## src/rtl/sdram_bus_master.sv

```systemverilog
`default_nettype none
// +--------------------------------------------------------------------------+
// | sdram_bus_master: turns local single requests into SDRAM ACT/CAS/burst   |
// | command sequences. Optional write-stall support: SDRAM_MASTER_STALL_EN.  |
// | Rev 1.0                                                                  |
// +--------------------------------------------------------------------------+
module sdram_bus_master #(
    parameter int DATA_W = 32
) (
    input  logic              Clk,
    input  logic              Rst,
    input  logic              req,
    input  logic              req_we,
    input  logic [31:0]       req_addr,
    input  logic [1:0]        req_size,
    output logic              req_ready,
    output logic              done,
    input  logic [DATA_W-1:0] wr_data,
    input  logic              wr_valid,
    output logic              wr_ready,
    output logic [DATA_W-1:0] rd_data,
    output logic              rd_valid,
    output logic              CS,
    output logic              RAS,
    output logic              CAS,
    output logic              WeIn,
    output logic [31:0]       AddrOut,
    output logic [1:0]        SizeOut,
    output logic [DATA_W-1:0] DataOut,
    input  logic [DATA_W-1:0] DataIn,
    input  logic [7:0]        tburst,
    input  logic [3:0]        tlat,
    input  logic [7:0]        tcas,
    input  logic [7:0]        twait
`ifndef SDRAM_MASTER_STALL_EN
    ,
    output logic              underrun
`endif
);

    localparam logic [3:0] C_NOP   = 4'b1111;
    localparam logic [3:0] C_ACT   = 4'b0011;
    localparam logic [3:0] C_WRITE = 4'b0100;
    localparam logic [3:0] C_READ  = 4'b0101;
`ifdef SDRAM_MASTER_STALL_EN
    localparam logic [3:0] C_STALL = 4'b1100;
`endif

    typedef enum logic [2:0] {
        S_IDLE   = 3'd0,
        S_ACT    = 3'd1,
        S_CASW   = 3'd2,
        S_CMD    = 3'd3,
        S_WBURST = 3'd4,
        S_RLAT   = 3'd5,
        S_RBURST = 3'd6,
        S_REC    = 3'd7
    } state_t;

    state_t              r_state;
    state_t              w_next;
    logic [3:0]          w_cmd;
    logic                w_beat_adv;
    logic                r_we;
    logic [7:0]          r_cnt;
    logic [7:0]          r_beat;
    logic [7:0]          r_tburst;
    logic [3:0]          r_tlat;
    logic [7:0]          r_tcas;
    logic [7:0]          r_twait;
    logic [31:0]         r_addr;
    logic [1:0]          r_size;
    logic [DATA_W-1:0]   r_dout;
    logic [DATA_W-1:0]   r_rd_data;
    logic                r_rd_valid;

    // Without stall support every burst cycle consumes a beat slot.
`ifdef SDRAM_MASTER_STALL_EN
    assign w_beat_adv = wr_valid;
`else
    assign w_beat_adv = 1'b1;
    assign underrun   = (r_state == S_WBURST) && !wr_valid;
`endif

    always_ff @(posedge Clk) begin
        if (!Rst) begin
            r_state <= S_IDLE;
        end else begin
            r_state <= w_next;
        end
    end

    always_comb begin
        w_next = r_state;
        w_cmd  = C_NOP;
        case (r_state)
            S_IDLE:   if (req) w_next = S_ACT;
            S_ACT: begin
                w_cmd  = C_ACT;
                w_next = S_CASW;
            end
            S_CASW:   if (r_cnt == 8'd1) w_next = S_CMD;
            S_CMD: begin
                w_cmd = r_we ? C_WRITE : C_READ;
                if (r_we)               w_next = S_WBURST;
                else if (r_tlat != 4'd0) w_next = S_RLAT;
                else                    w_next = S_RBURST;
            end
            S_WBURST: begin
                w_cmd = C_WRITE;
`ifdef SDRAM_MASTER_STALL_EN
                if (!wr_valid) w_cmd = C_STALL;
`endif
                if (w_beat_adv && (r_beat == 8'd1)) w_next = S_REC;
            end
            S_RLAT: begin
                w_cmd = C_READ;
                if (r_cnt == 8'd1) w_next = S_RBURST;
            end
            S_RBURST: begin
                w_cmd = C_READ;
                if (r_beat == 8'd1) w_next = S_REC;
            end
            S_REC:    if (r_cnt == 8'd1) w_next = S_IDLE;
            default:  w_next = S_IDLE;
        endcase
    end

    always_ff @(posedge Clk) begin
        if (!Rst) begin
            r_we       <= 1'b0;
            r_cnt      <= 8'd0;
            r_beat     <= 8'd0;
            r_tburst   <= 8'd1;
            r_tlat     <= 4'd0;
            r_tcas     <= 8'd1;
            r_twait    <= 8'd1;
            r_addr     <= 32'd0;
            r_size     <= 2'd0;
            r_dout     <= '0;
            r_rd_data  <= '0;
            r_rd_valid <= 1'b0;
        end else begin
            r_rd_valid <= 1'b0;
            case (r_state)
                S_IDLE: begin
                    if (req) begin
                        r_we     <= req_we;
                        r_addr   <= req_addr;
                        r_size   <= req_size;
                        r_tburst <= (tburst == 8'd0) ? 8'd1 : tburst;
                        r_tlat   <= tlat;
                        r_tcas   <= (tcas == 8'd0) ? 8'd1 : tcas;
                        r_twait  <= (twait == 8'd0) ? 8'd1 : twait;
                    end
                end
                S_ACT:  r_cnt <= r_tcas;
                S_CMD: begin
                    r_beat <= r_tburst;
                    r_cnt  <= {4'd0, r_tlat};
                end
                S_WBURST: begin
                    if (w_beat_adv) r_beat <= r_beat - 8'd1;
                    if (wr_valid)   r_dout <= wr_data;
                end
                S_RBURST: begin
                    r_rd_data  <= DataIn;
                    r_rd_valid <= 1'b1;
                    r_beat     <= r_beat - 8'd1;
                end
                default: r_cnt <= r_cnt - 8'd1;
            endcase
            // Recovery count is loaded on entry, overriding the branch above.
            if ((w_next == S_REC) && (r_state != S_REC)) r_cnt <= r_twait;
        end
    end

    assign {CS, RAS, CAS, WeIn} = w_cmd;
    assign req_ready = (r_state == S_IDLE);
    assign done      = (r_state == S_REC) && (r_cnt == 8'd1);
    assign wr_ready  = (r_state == S_WBURST) && wr_valid;
    assign AddrOut   = r_addr;
    assign SizeOut   = r_size;
    assign DataOut   = r_dout;
    assign rd_data   = r_rd_data;
    assign rd_valid  = r_rd_valid;

endmodule
`default_nettype wire

```

## config.mk

```make
export PLATFORM = sky130hd
export DESIGN_NAME = sdram_bus_master
export DESIGN_NICKNAME = d
export VERILOG_FILES = /design/src/rtl/sdram_bus_master.sv
export SDC_FILE = /design/constraint.sdc
export NUM_CORES = 1
export LEC_CHECK = 0
export CAP_MARGIN = 25
export CORE_ASPECT_RATIO = 1.5
export CORE_MARGIN = 4
export CORE_UTILIZATION = 44
export CTS_CLUSTER_SIZE = 25
export DETAILED_ROUTE_END_ITERATION = 6
export PLACE_DENSITY_LB_ADDON = 0.25
export SKIP_LAST_GASP = 1
export SYNTH_ARGS = -nofsm -noshare
export SYNTH_HDL_FRONTEND = slang
export SYNTH_SLANG_ARGS = --single-unit
```

## constraint.sdc

```tcl
create_clock -name Clk -period 1.61 [get_ports Clk]
set_clock_uncertainty 0.05 [all_clocks]
set_input_delay 0.161 -clock Clk [delete_from_list [all_inputs] [get_ports Clk]]
set_output_delay 0.161 -clock Clk [all_outputs]
set_load 0.1 [all_outputs]
```

# Word-level counts from Yosys, hierarchy flattened
# Cells that the tools add are included.
# word_totals
reg_bits	147
inputBits	131
out_inout_bits	107
elab_cells	60
# op_classes
n_addsub	2
n_eq_ne	12
muxes	17
n_reduce_logical	16
# ops
op	n
$mux W8	4
$logic_not A8 Y1	3
$pmux W8 S3	1
$pmux W3 S7	1
$eq A8 B1 Y1 const B	2
$pmux W4 S4	1
$pmux W8 S2	1
$sub A8 B1 Y8 const B	2
$eq A3 B3 Y1 const B	5
$mux W3	5
$eq A3 B2 Y1 const B	2
$logic_and A1 B1 Y1	4
$mux W2	2
$reduce_and A2 Y1	2
$reduce_bool A4 Y1	1
$reduce_or A2 Y1	2
$eq A3 B1 Y1 const B	1
$logic_not A3 Y1	1
$ne A3 B3 Y1 const B	1
$reduce_or A3 Y1	1
$mux W1	2
$ne A2 B1 Y1 const B	1
$reduce_bool A2 Y1	1
$logic_not A1 Y1	1

# Logic depth before layout (Yosys ltp)
# Gate-level depths: netlist (run 1).
# logic_depth
depth_word	7
depth_mapped	9
mapped_depth_nobuf	6

# Least setup slack after synthesis (run 1)
# Ideal clock, no wire load.
# synth_timing
path_kind	register to output
from	reg r_state[0]
to	out CS
arrival_ns	2.862
t_required_ns	1.399
slack_ns	-1.463
path_stages_with_launch	5
path_buffers	3
cell_sequence	dfxtp_1 > buf_6 > buf_2 > buf_2 > o21ai_0
# synth_via
elab_chain_len	3
elab_cells_between_ends	7
classes_between	5 x eq/ne; 1 x mux; 1 x reduce/logical
# synth_rtl
item	line_no	source
start, declared	60	state_t r_state;
start signal, assigned	89	r_state <= w_next;
$eq A3 B3 Y1	96	case (r_state)
$reduce_or A2 Y1 (no line)	n/a	
$pmux W4 S4 *	96	
end, declared	23	output logic CS,
# Mark *: on every way between the ends. The rest lies on a longest branch, timed or not.

# Worst setup path after layout (run 1)
# layout_timing
from	reg r_cnt[3]
to	out done
# layout_via
elab_chain_len	2
# layout_rtl
item	line_no	source
start, declared	65	logic [7:0] r_cnt;
start signal, assigned	157	S_ACT: r_cnt <= r_tcas;
start signal, assigned	160	r_cnt <= {4'd0, r_tlat};
start signal, assigned	171	default: r_cnt <= r_cnt - 8'd1;
$eq A8 B1 Y1	180	assign done = (r_state == S_REC) && (r_cnt == 8'd1);
$logic_and A1 B1 Y1	180	
end, declared	17	output logic done,
# Every way passes these cells.

==> results of run 1 <==
cell type report:
| cell class | count | area share (%) |
|---|---|---|
| antenna | 1 | 0.0213 |
| clock buffer | 17 | 3.62 |
| clock inverter | 12 | 1.34 |
| inverter | 6 | 0.234 |
| multi-input combinational | 545 | 29.6 |
| sequential | 147 | 25.2 |
| tap | 192 | 2.04 |
| timing repair buffer | 327 | 37.9 |
worst max path at each step:
stage | slack [ps] | cells past startpoint | end
6_report | -240 | 4 | done
5_1_grt | -270 | 4 | done
4_1_cts | -180 | 4 | done
3_5_place_dp | 20 | 6 | r_cnt[0]$_SDFFE_PN0P_
3_3_place_gp | 50 | 6 | r_cnt[0]$_SDFFE_PN0P_
2_1_floorplan | -470 | 7 | AddrOut[10]$_SDFFE_PN0P_
cell usage in the layout (no fill, tap or decap), drive strengths merged, types with 2 or more instances in the layout:
cell type      count
and2               4
dfxtp            147
clkinv             3
buf              192
nor2b             10
or4                3
nand3             11
nor2              15
clkbuf            23
nand2b             7
a31oi              4
inv                9
o211ai             2
o311ai             2
xor2               3
a21oi             11
nor3              10
a221oi             2
nand2            268
nor4               4
o22ai              2
nand4              3
bufinv             3
a2bb2oi            2
a21boi           129
ha                 4
and3               4
o21ai             18
clkinvlp           3
mux2i              4
nand3b             4
clkdlybuf4s50    129
power breakdown:
part           internal [mW]  switching (mW)
logic                  0.980            1.07
registers               3.76           0.131
clock network           2.42            1.60
total                   7.16            2.80
metrics by stage:
stage / hold WS (ps) / setup TNS (ps)
after floorplan: 246 / -30130
after global placement: 392 / 0
after detailed placement: 393 / 0
after CTS: 43.1 / -4990
after global routing: 64.5 / -5300
final: 56.7 / -2400
logic make-up (layout without fill, tap and decap cells):
| kind of cell | Yosys count | after routing | synth area share (%) |
|---|---|---|---|
| compound gates | 185 | 185 | 21.2 |
| xor+xnor | 4 | 4 | 0.557 |
| fa+ha+maj | 4 | 4 | 0.795 |
| buf+inv | 60 | 362 | 5.78 |
| flops | 147 | 147 | 46.7 |
| mux | 5 | 5 | 0.815 |
| other cells | 0 | 1 | 0 |
| simple gates | 344 | 347 | 24.1 |
what timing repair did:
item / 4_1_cts / 5_1_grt
gates cloned: 1 / 12
endpoints found under the setup margin: 11 / 131
pin swaps: 7 / 75
buffers inserted: 20 / 21
gates resized for setup: 40 / 114
synth_stat cells (9+ instances only):
library cell and n:
a21boi_0 27, a21boi_1 102, a21oi_1 11, buf_2 15
buf_6 13, clkbuf_1 20, dfxtp_1 147, nand2_1 266
nand3_1 11, nor2_1 13, nor2b_1 9, o21ai_0 10
registers in the layout (all words and copies together), names as in the netlist, 2 cells and up:
signal,flops
r_tcas,8
DataOut,32
r_cnt,8
r_tlat,4
r_beat,8
r_tburst,8
SizeOut,2
r_state,3
AddrOut,32
r_twait,8
rd_data,32
worst max-delay path: cells and delay by family, from the launching register on:
| family | cells | cell delay [ps] |
|---|---|---|
| flops | 1 | 370 |
| simple gates | 3 | 650 |
| buf+inv | 1 | 180 |
routing by layer:
metal	global-route usage (%)	vias to the layer above
met5	0	-
met4	9.88	0
met3	7.47	86
met2	42.5	345
met1	24.2	3179
li1	-	3100
==> flow_summary_export.csv, run 1 <==
group,metric,value,unit
drt,avgRoutedWirePerCell,18.8,um
clocking,h-tree-depth,4,
power,power,9.97,mW
timing,relSlewSlack,66.4,%
layout,drive_above_1_share,30.8,%
worst_setup_path,crit_fanout,4,
worst_setup_path,crit_required,1400,ps
clocking,numCtsBuffers,17,
worst_setup_path,critPathLaunchType,"flop",
hold_path,min_path_cells,2,
synth,async_reset_ff_share,0,%
timing,period_share,115,%
worst_setup_path,r2r_slack,-150,ps
floorplan,ioPinCount,238,
synth,syn_inst,749,
outcome,violations,"negative setup slack",
clocking,cts_num_sinks,147,
worst_setup_path,critical-path-slowest-cell,"dfxtp_2",
timing,drv_slew,0,
clocking,ctsRootBufferMaster,"clkbuf_16",
flow_run,drv_cap,0,
worst_setup_path,crit_arrival,1640,ps
floorplan,num_rows,53,
global_route,grt_pass1_wl,30600,um
worst_setup_path,rr_endpoint,"r_cnt[6]$_SDFFE_PN0P_",
clocking,insertion_delay,420,ps
worst_setup_path,critical_path_class,"flop to output port",
synth,yosys_warnings,0,
synth,synth_cell_type_count,62,
power,p_per_area,847,nW/um^2
timing,max_freq,542,MHz
timing,worst_pin_slew,500,ps
placed_design,pre_cts_ws,21.2,ps
drt,dr_wl_met3,1990,um
clocking,clk_pin_slew,60,ps
synth,ys.flop_type,"dfxtp_1",
layout,final_util,83.7,%
placed_design,placed_area,10100,sq um
worst_setup_path,slowest_delay,370,ps
drt,drt-pass1-iter-count,6,
global_route,grt_antenna_before_repair,0,
layout,stdcell_count,1247,
layout,multiInputGateArea,3480,sq um
drt,wl_met2,12200,um
hold_path,hp-class,"input pin to flop",
global_route,grt_pass1_vias,6148,
power,p_leak,4.58,nW
layout,finalInstanceArea,11800,sq um
synth,synth_area_leaders,"dfxtp_1 (47%), nand2_1 (16%), a21boi_1 (12%)",
drt,viasPerCell,5.38,
timing,setup_violations,50,
synth,yosysSeqAreaShare,46.7,%
drt,first_iter_violations,400,
global_route,grt_usage,23.2,%
placed_design,dpl.hpwl,13800,um
drt,wl_met1,8160,um
layout,area_growth,86.8,%
timing,hold_viol_final,0,
timing,min_period,1850,ps
drt,highest_layer,"met4",
worst_setup_path,crit_start,"r_cnt[3]$_SDFFE_PN0P_",
drt,antenna_left,0,
hold_path,whs_endpoint,"r_twait[0]$_SDFFE_PN1P_",
layout,register_area,2970,sq um
hold_path,worstHoldStart,"Rst",
placed_design,io_buffers,237,
floorplan,die_w,106,um
placed_design,gp_congestion,0.861,
worst_setup_path,ff2ff_path_depth,8,
outcome,outcome,"finished, violations left",
clocking,ctsHoldBuffers,0,
synth,synth_area,6300,sq um
floorplan,dieArea,16300,sq um
synth,syn_nets,884,
synth,synth_edf_count,0,
timing,timing.final.ws_setup,-237,ps
drt,drt_wl_total,23400,um
drt,vias,6710,
power,vdd_ir_drop_max,0.873,mV
synth,ys_ff_latch,147,
floorplan,initial_utilization,44.8,%
placed_design,place_inst,1166,
global_route,grt_overflow,0,
layout,num-fill-cells,744,
synth,synth_top_area_share,46.7,%
global_route,grt_max_degree,61,
floorplan,core_area,14100,sq um
synth,avgSynthCellArea,8.41,sq um
worst_setup_path,worstReg2RegStart,"r_state[2]$_SDFF_PN0_",
timing,rsz0062_at_grt,"yes",
layout,nets,1179,
floorplan,die_h,155,um
drt,route.detailed.drc,0,
worst_setup_path,crit_path_end_kind,"output port",
worst_setup_path,cp_cell_sequence,"nor3_4 -> and4b_4 -> nor2b_4 -> buf_12",
synth,yosysTopAreaCell,"dfxtp_1",
clocking,cts_tree,"yes",
clocking,clk_path_buf_depth,2,
No activity file was read; power rests on OpenSTA's default activity.
==> inputs of run 2 (changes only) <==
--- a/config.mk
+++ b/config.mk
@@ -6,13 +6,12 @@
 export NUM_CORES = 1
 export LEC_CHECK = 0
 export CAP_MARGIN = 25
-export CORE_ASPECT_RATIO = 1.5
+export CORE_ASPECT_RATIO = 1.4
 export CORE_MARGIN = 4
 export CORE_UTILIZATION = 44
 export CTS_CLUSTER_SIZE = 25
 export DETAILED_ROUTE_END_ITERATION = 6
 export PLACE_DENSITY_LB_ADDON = 0.25
-export SKIP_LAST_GASP = 1
 export SYNTH_ARGS = -nofsm -noshare
 export SYNTH_HDL_FRONTEND = slang
 export SYNTH_SLANG_ARGS = --single-unit
==> flow_summary_export.csv, run 2 (synthesis gave the netlist of run 1 again) <==
group,metric,value,unit
outcome,outcome,"finished, violations left",
outcome,violations,"negative setup slack",
clocking,clk_pin_slew,60,ps
layout,final_util,87.3,%
power,pwr-share-clk,40.8,%
power,seqPwrFrac,37.6,%
worst_setup_path,crit_fanout,5,
clocking,clk_path_buf_depth,2,
global_route,grt_usage,23.0,%
worst_setup_path,critical_path_class,"flop to flop",
floorplan,initial_utilization,45.1,%
worst_setup_path,critPathLaunchType,"flop",
power,vdd_ir_drop_max,0.729,mV
worst_setup_path,crit_arrival,2160,ps
floorplan,num_rows,51,
clocking,ctsHoldBuffers,0,
layout,nets,1173,
layout,drive_above_1_share,37.8,%
layout,area_growth,93.8,%
power,power,10.4,mW
flow_run,drv_cap,0,
worst_setup_path,crit_path_end_kind,"flop",
global_route,grt_pass1_wl,29700,um
global_route,grt_pass1_vias,6048,
timing,drv_slew,0,
power,intPower,7.42,mW
timing,hold_viol_final,0,
drt,antenna_left,0,
clocking,cts_num_sinks,147,
timing,rsz0062_at_grt,"yes",
power,p_leak,4.79,nW
clocking,ctsRootBufferMaster,"clkbuf_16",
layout,layout_commonest_cell,"nand2_1",
power,power.switching,3.00,mW
timing,timing.final.ws_setup,-274,ps
worst_setup_path,crit_required,1890,ps
placed_design,io_buffers,237,
drt,route.detailed.drc,0,
placed_design,dpl.hpwl,13600,um
timing,max_freq,531,MHz
hold_path,hp-class,"input pin to flop",
global_route,grt_overflow,0,
power,sw_frac_of_total,28.8,%
power,p_per_area,854,nW/um^2
timing,finalSetupTns,-10150,ps
layout,mostFrequentLayoutCells,"nand2_1 (174), dfxtp_1 (139), clkdlybuf4s50_1 (129), buf_12 (120), a21boi_1 (73)",
drt,first_iter_violations,331,
floorplan,ioPinCount,238,
timing,min_period,1880,ps
drt,viasPerCell,5.51,
placed_design,gp_congestion,0.906,
timing,worst_hold_slack,150,ps
timing,period_share,117,%
drt,drt_wl_total,26300,um
floorplan,dieArea,16300,sq um
global_route,grt_antenna_before_repair,0,
power,combPwrFrac,21.6,%
drt,avgRoutedWirePerCell,21.3,um
clocking,h-tree-depth,4,
global_route,grt_max_degree,44,
floorplan,die_h,150,um
timing,setup_violations,75,
timing,worst_pin_slew,471,ps
clocking,cts_tree,"yes",
floorplan,die_w,109,um
clocking,insertion_delay,430,ps
floorplan,core_area,14000,sq um
drt,drt-pass1-iter-count,5,
drt,vias,6811,
clocking,numCtsBuffers,17,
timing,relSlewSlack,68.4,%
run 2: area by class of cell:
class                      instances  area, sq um
clock buffer                      18          429
tap                              185          231
fill                             587         1770
multi-input combinational        543         3820
timing repair buffer             323         4540
clock inverter                    12          183
inverter                           6         22.5
antenna                            1         2.50
sequential                       147         2970
run 2: path summary, 6_finish.rpt:
check,from,end,slack [ps],cells past startpoint
max,r_state[2]$_SDFF_PN0_,AddrOut[5]$_SDFFE_PN0P_,-270,8
max reg2reg,r_state[2]$_SDFF_PN0_,AddrOut[5]$_SDFFE_PN0P_,-270,8
min,Rst,r_tburst[0]$_SDFFE_PN1P_,150,3
min reg2reg,r_twait[4]$_SDFFE_PN0P_,r_twait[4]$_SDFFE_PN0P_,410,2
run 2: timing repair:
item	in CTS	in global routing
endpoints found under the setup margin	21	117
gates resized for setup	22	228
setup buffers	16	22
cloned	0	16
endpoints found under the hold margin	0	0
pin swaps	9	121
run 2: worst max-delay path, cell delays in order (launching register included):
cell and delay (ps):
dfxtp_4 370, buf_6 120, nor3_4 300, buf_6 160, and2_4 200, buf_12 160, buf_8 120, nand2_1 70
a21boi_1 240
run 2: stage by stage:
| stage | setup WS, ps | cells | area [sq um] |
|---|---|---|---|
| 6_report | -274 | 1235 | 12200 |
| 5_1_grt | -281 | 1234 | 12200 |
| 4_1_cts | -176 | 1196 | 10900 |
| 3_5_place_dp | -14.3 | 1151 | 10100 |
| 3_3_place_gp | 58.8 | 1151 | 10100 |
| 2_1_floorplan | -474 | 749 | 6370 |
run 2: power by group through the flow:
stage	registers, mW	clock network (mW)	logic, mW
6_report	3.92	4.25	2.25
3_3_place_gp	3.95	0	1.66
3_5_place_dp	3.96	0	1.67
2_1_floorplan	4.32	0	0.525
5_1_grt	3.93	4.42	2.33
4_1_cts	3.87	4.20	1.72
run 2: layer usage:
| metal | wire length (um) | share of wire [%] | vias up | global-route usage (%) |
|---|---|---|---|---|
| met1 | 8640 | 33 | 3281 | 23.4 |
| met5 | 0 | 0 | - | 0 |
| met4 | 1400 | 5.3 | 0 | 10.9 |
| met2 | 14300 | 54 | 352 | 41.1 |
| li1 | - | - | 3083 | - |
| met3 | 1940 | 7.4 | 95 | 8.11 |
==> inputs of run 3 (changes only) <==
--- a/config.mk
+++ b/config.mk
@@ -6,11 +6,12 @@
 export NUM_CORES = 1
 export LEC_CHECK = 0
 export CAP_MARGIN = 25
-export CORE_ASPECT_RATIO = 1.4
+export CORE_ASPECT_RATIO = 0.5
 export CORE_MARGIN = 4
 export CORE_UTILIZATION = 44
 export CTS_CLUSTER_SIZE = 25
 export DETAILED_ROUTE_END_ITERATION = 6
+export HOLD_SLACK_MARGIN = 0.03
 export PLACE_DENSITY_LB_ADDON = 0.25
 export SYNTH_ARGS = -nofsm -noshare
 export SYNTH_HDL_FRONTEND = slang
==> flow_summary_export.csv, run 3 (synthesis gave the netlist of run 1 again) <==
group,metric,value,unit
outcome,outcome,"finished, violations left",
outcome,violations,"negative setup slack",
clocking,cts_tree,"yes",
global_route,grt_pass1_wl,32300,um
layout,mostFrequentLayoutCells,"nand2_1 (249), dfxtp_1 (140), clkdlybuf4s50_1 (129), buf_12 (117), a21boi_1 (106)",
placed_design,place_inst,1154,
hold_path,hp-class,"input pin to flop",
drt,drt_wl_total,23300,um
floorplan,die_h,92.6,um
global_route,grt_usage,24.7,%
timing,rsz0062_at_grt,"yes",
worst_setup_path,path_buf_inv,1,
timing,hold_viol_final,0,
worst_setup_path,critical_path_class,"flop to output port",
placed_design,dpl.hpwl,14500,um
clocking,clk_pin_slew,70,ps
placed_design,placed_area,10000,sq um
worst_setup_path,cp_top_family,"simple AND/OR/NAND/NOR gates",
drt,drt-pass1-iter-count,6,
layout,stdcell_count,1224,
global_route,grt_max_degree,98,
drt,vias,6505,
worst_setup_path,crit_arrival,1570,ps
clocking,clk_path_buf_depth,2,
drt,route.detailed.drc,0,
floorplan,core_area,13800,sq um
worst_setup_path,crit_fanout,4,
layout,finalInstanceArea,11500,sq um
placed_design,io_buffers,237,
worst_setup_path,critical-path-slowest-cell,"dfxtp_2",
global_route,grt_pass1_vias,6287,
floorplan,dieArea,16400,sq um
placed_design,gp_congestion,0.875,
timing,timing.final.ws_setup,-172,ps
drt,avgRoutedWirePerCell,19.0,um
worst_setup_path,critPathLaunchType,"flop",
flow_run,drv_cap,0,
clocking,numCtsBuffers,17,
worst_setup_path,crit_required,1400,ps
clocking,cts_num_sinks,147,
worst_setup_path,r2r_slack,-90,ps
timing,drv_slew,0,
power,p_per_area,891,nW/um^2
drt,viasPerCell,5.31,
power,power,10.2,mW
worst_setup_path,ff2ff_path_depth,8,
timing,max_freq,561,MHz
layout,diodes,0,
timing,worst_pin_slew,413,ps
layout,drive_above_1_share,26.7,%
drt,first_iter_violations,559,
worst_setup_path,crit_cells,4,
timing,period_share,111,%
floorplan,num_rows,30,
layout,nets,1156,
global_route,grt_overflow,0,
layout,layout_commonest_cell,"nand2_1",
floorplan,ioPinCount,238,
worst_setup_path,slowest_delay,370,ps
timing,setup_violations,24,
worst_setup_path,cp_cell_sequence,"nor3_4 -> and4b_4 -> nor2b_4 -> buf_12",
floorplan,initial_utilization,45.7,%
clocking,h-tree-depth,4,
layout,area_growth,82.0,%
power,vdd_ir_drop_max,0.718,mV
power,p_leak,4.39,nW
floorplan,die_w,177,um
timing,min_period,1780,ps
drt,antenna_left,0,
hold_path,min_path_cells,3,
clocking,insertion_delay,420,ps
clocking,ctsRootBufferMaster,"clkbuf_16",
timing,relSlewSlack,72.1,%
global_route,grt_antenna_before_repair,0,
worst_setup_path,crit_path_end_kind,"output port",
## run 3: cell count changes in the layout (fill, tap and decap cells not counted), moves of 3 or more
cell,delta
nand2_8,-3
clkbuf_16,-4
a21boi_2,-22
nand2_2,-27
nand3_1,+3
buf_6,-4
nand2_4,-46
buf_12,-3
buf_4,-6
a21boi_1,+33
a21boi_0,-11
nand3_2,-4
nand2_1,+75
## run 3: tightest hold or removal path: stages
cell and delay (ps):
clkdlybuf4s50_1 390, nand2_1 50, a21boi_1 50
## run 3: final timing paths
check | start | to
worst min register to register | r_twait[4]$_SDFFE_PN0P_ | r_twait[4]$_SDFFE_PN0P_
worst max-delay path | r_cnt[3]$_SDFFE_PN0P_ | done
worst min-delay path | req_addr[14] | AddrOut[14]$_SDFFE_PN0P_
worst max register to register | r_state[0]$_SDFF_PN0_ | AddrOut[1]$_SDFFE_PN0P_
## run 3: metrics by stage
step	hold WS [ps]	utilization [%]	setup slack [ps]	setup TNS, ps
finish	232	83.2	-172	-1010
global route	223	83.2	-217	-2840
CTS	230	78.9	-162	-364
detailed placement	401	72.7	20.2	0
global placement	388	72.7	50.2	0
floorplan	246	-	-474	-30130
## run 3: timing repair
item	CTS	global route
gates resized for setup	27	78
pin swaps	6	30
hold endpoints to repair	2	0
setup endpoints to repair	9	88
setup buffers	13	15
gates cloned	1	10
hold buffers	1	0
## run 3: cell type report
type / instances / area, sq um
Timing Repair Buffer: 307 / 4320
Multi-Input combinational cell: 542 / 3270
Sequential cell: 147 / 2960
Fill cell: 771 / 2320
Clock buffer: 18 / 429
Tap cell: 192 / 240
Clock inverter: 12 / 206
Inverter: 6 / 25.0
## run 3: where the power goes
part | switching (mW) | total, mW | internal, mW
Combinational | 1.01 | 1.94 | 0.930
Sequential | 0.124 | 3.88 | 3.76
Clock | 1.64 | 4.39 | 2.75
Total | 2.77 | 10.2 | 7.44
## run 3: routing by layer
layer | global-route usage, % | routed length, um
met3 | 8.40 | 1830
met4 | 10.4 | 791
met2 | 45.1 | 12100
met5 | 0 | 0
met1 | 26.3 | 8570
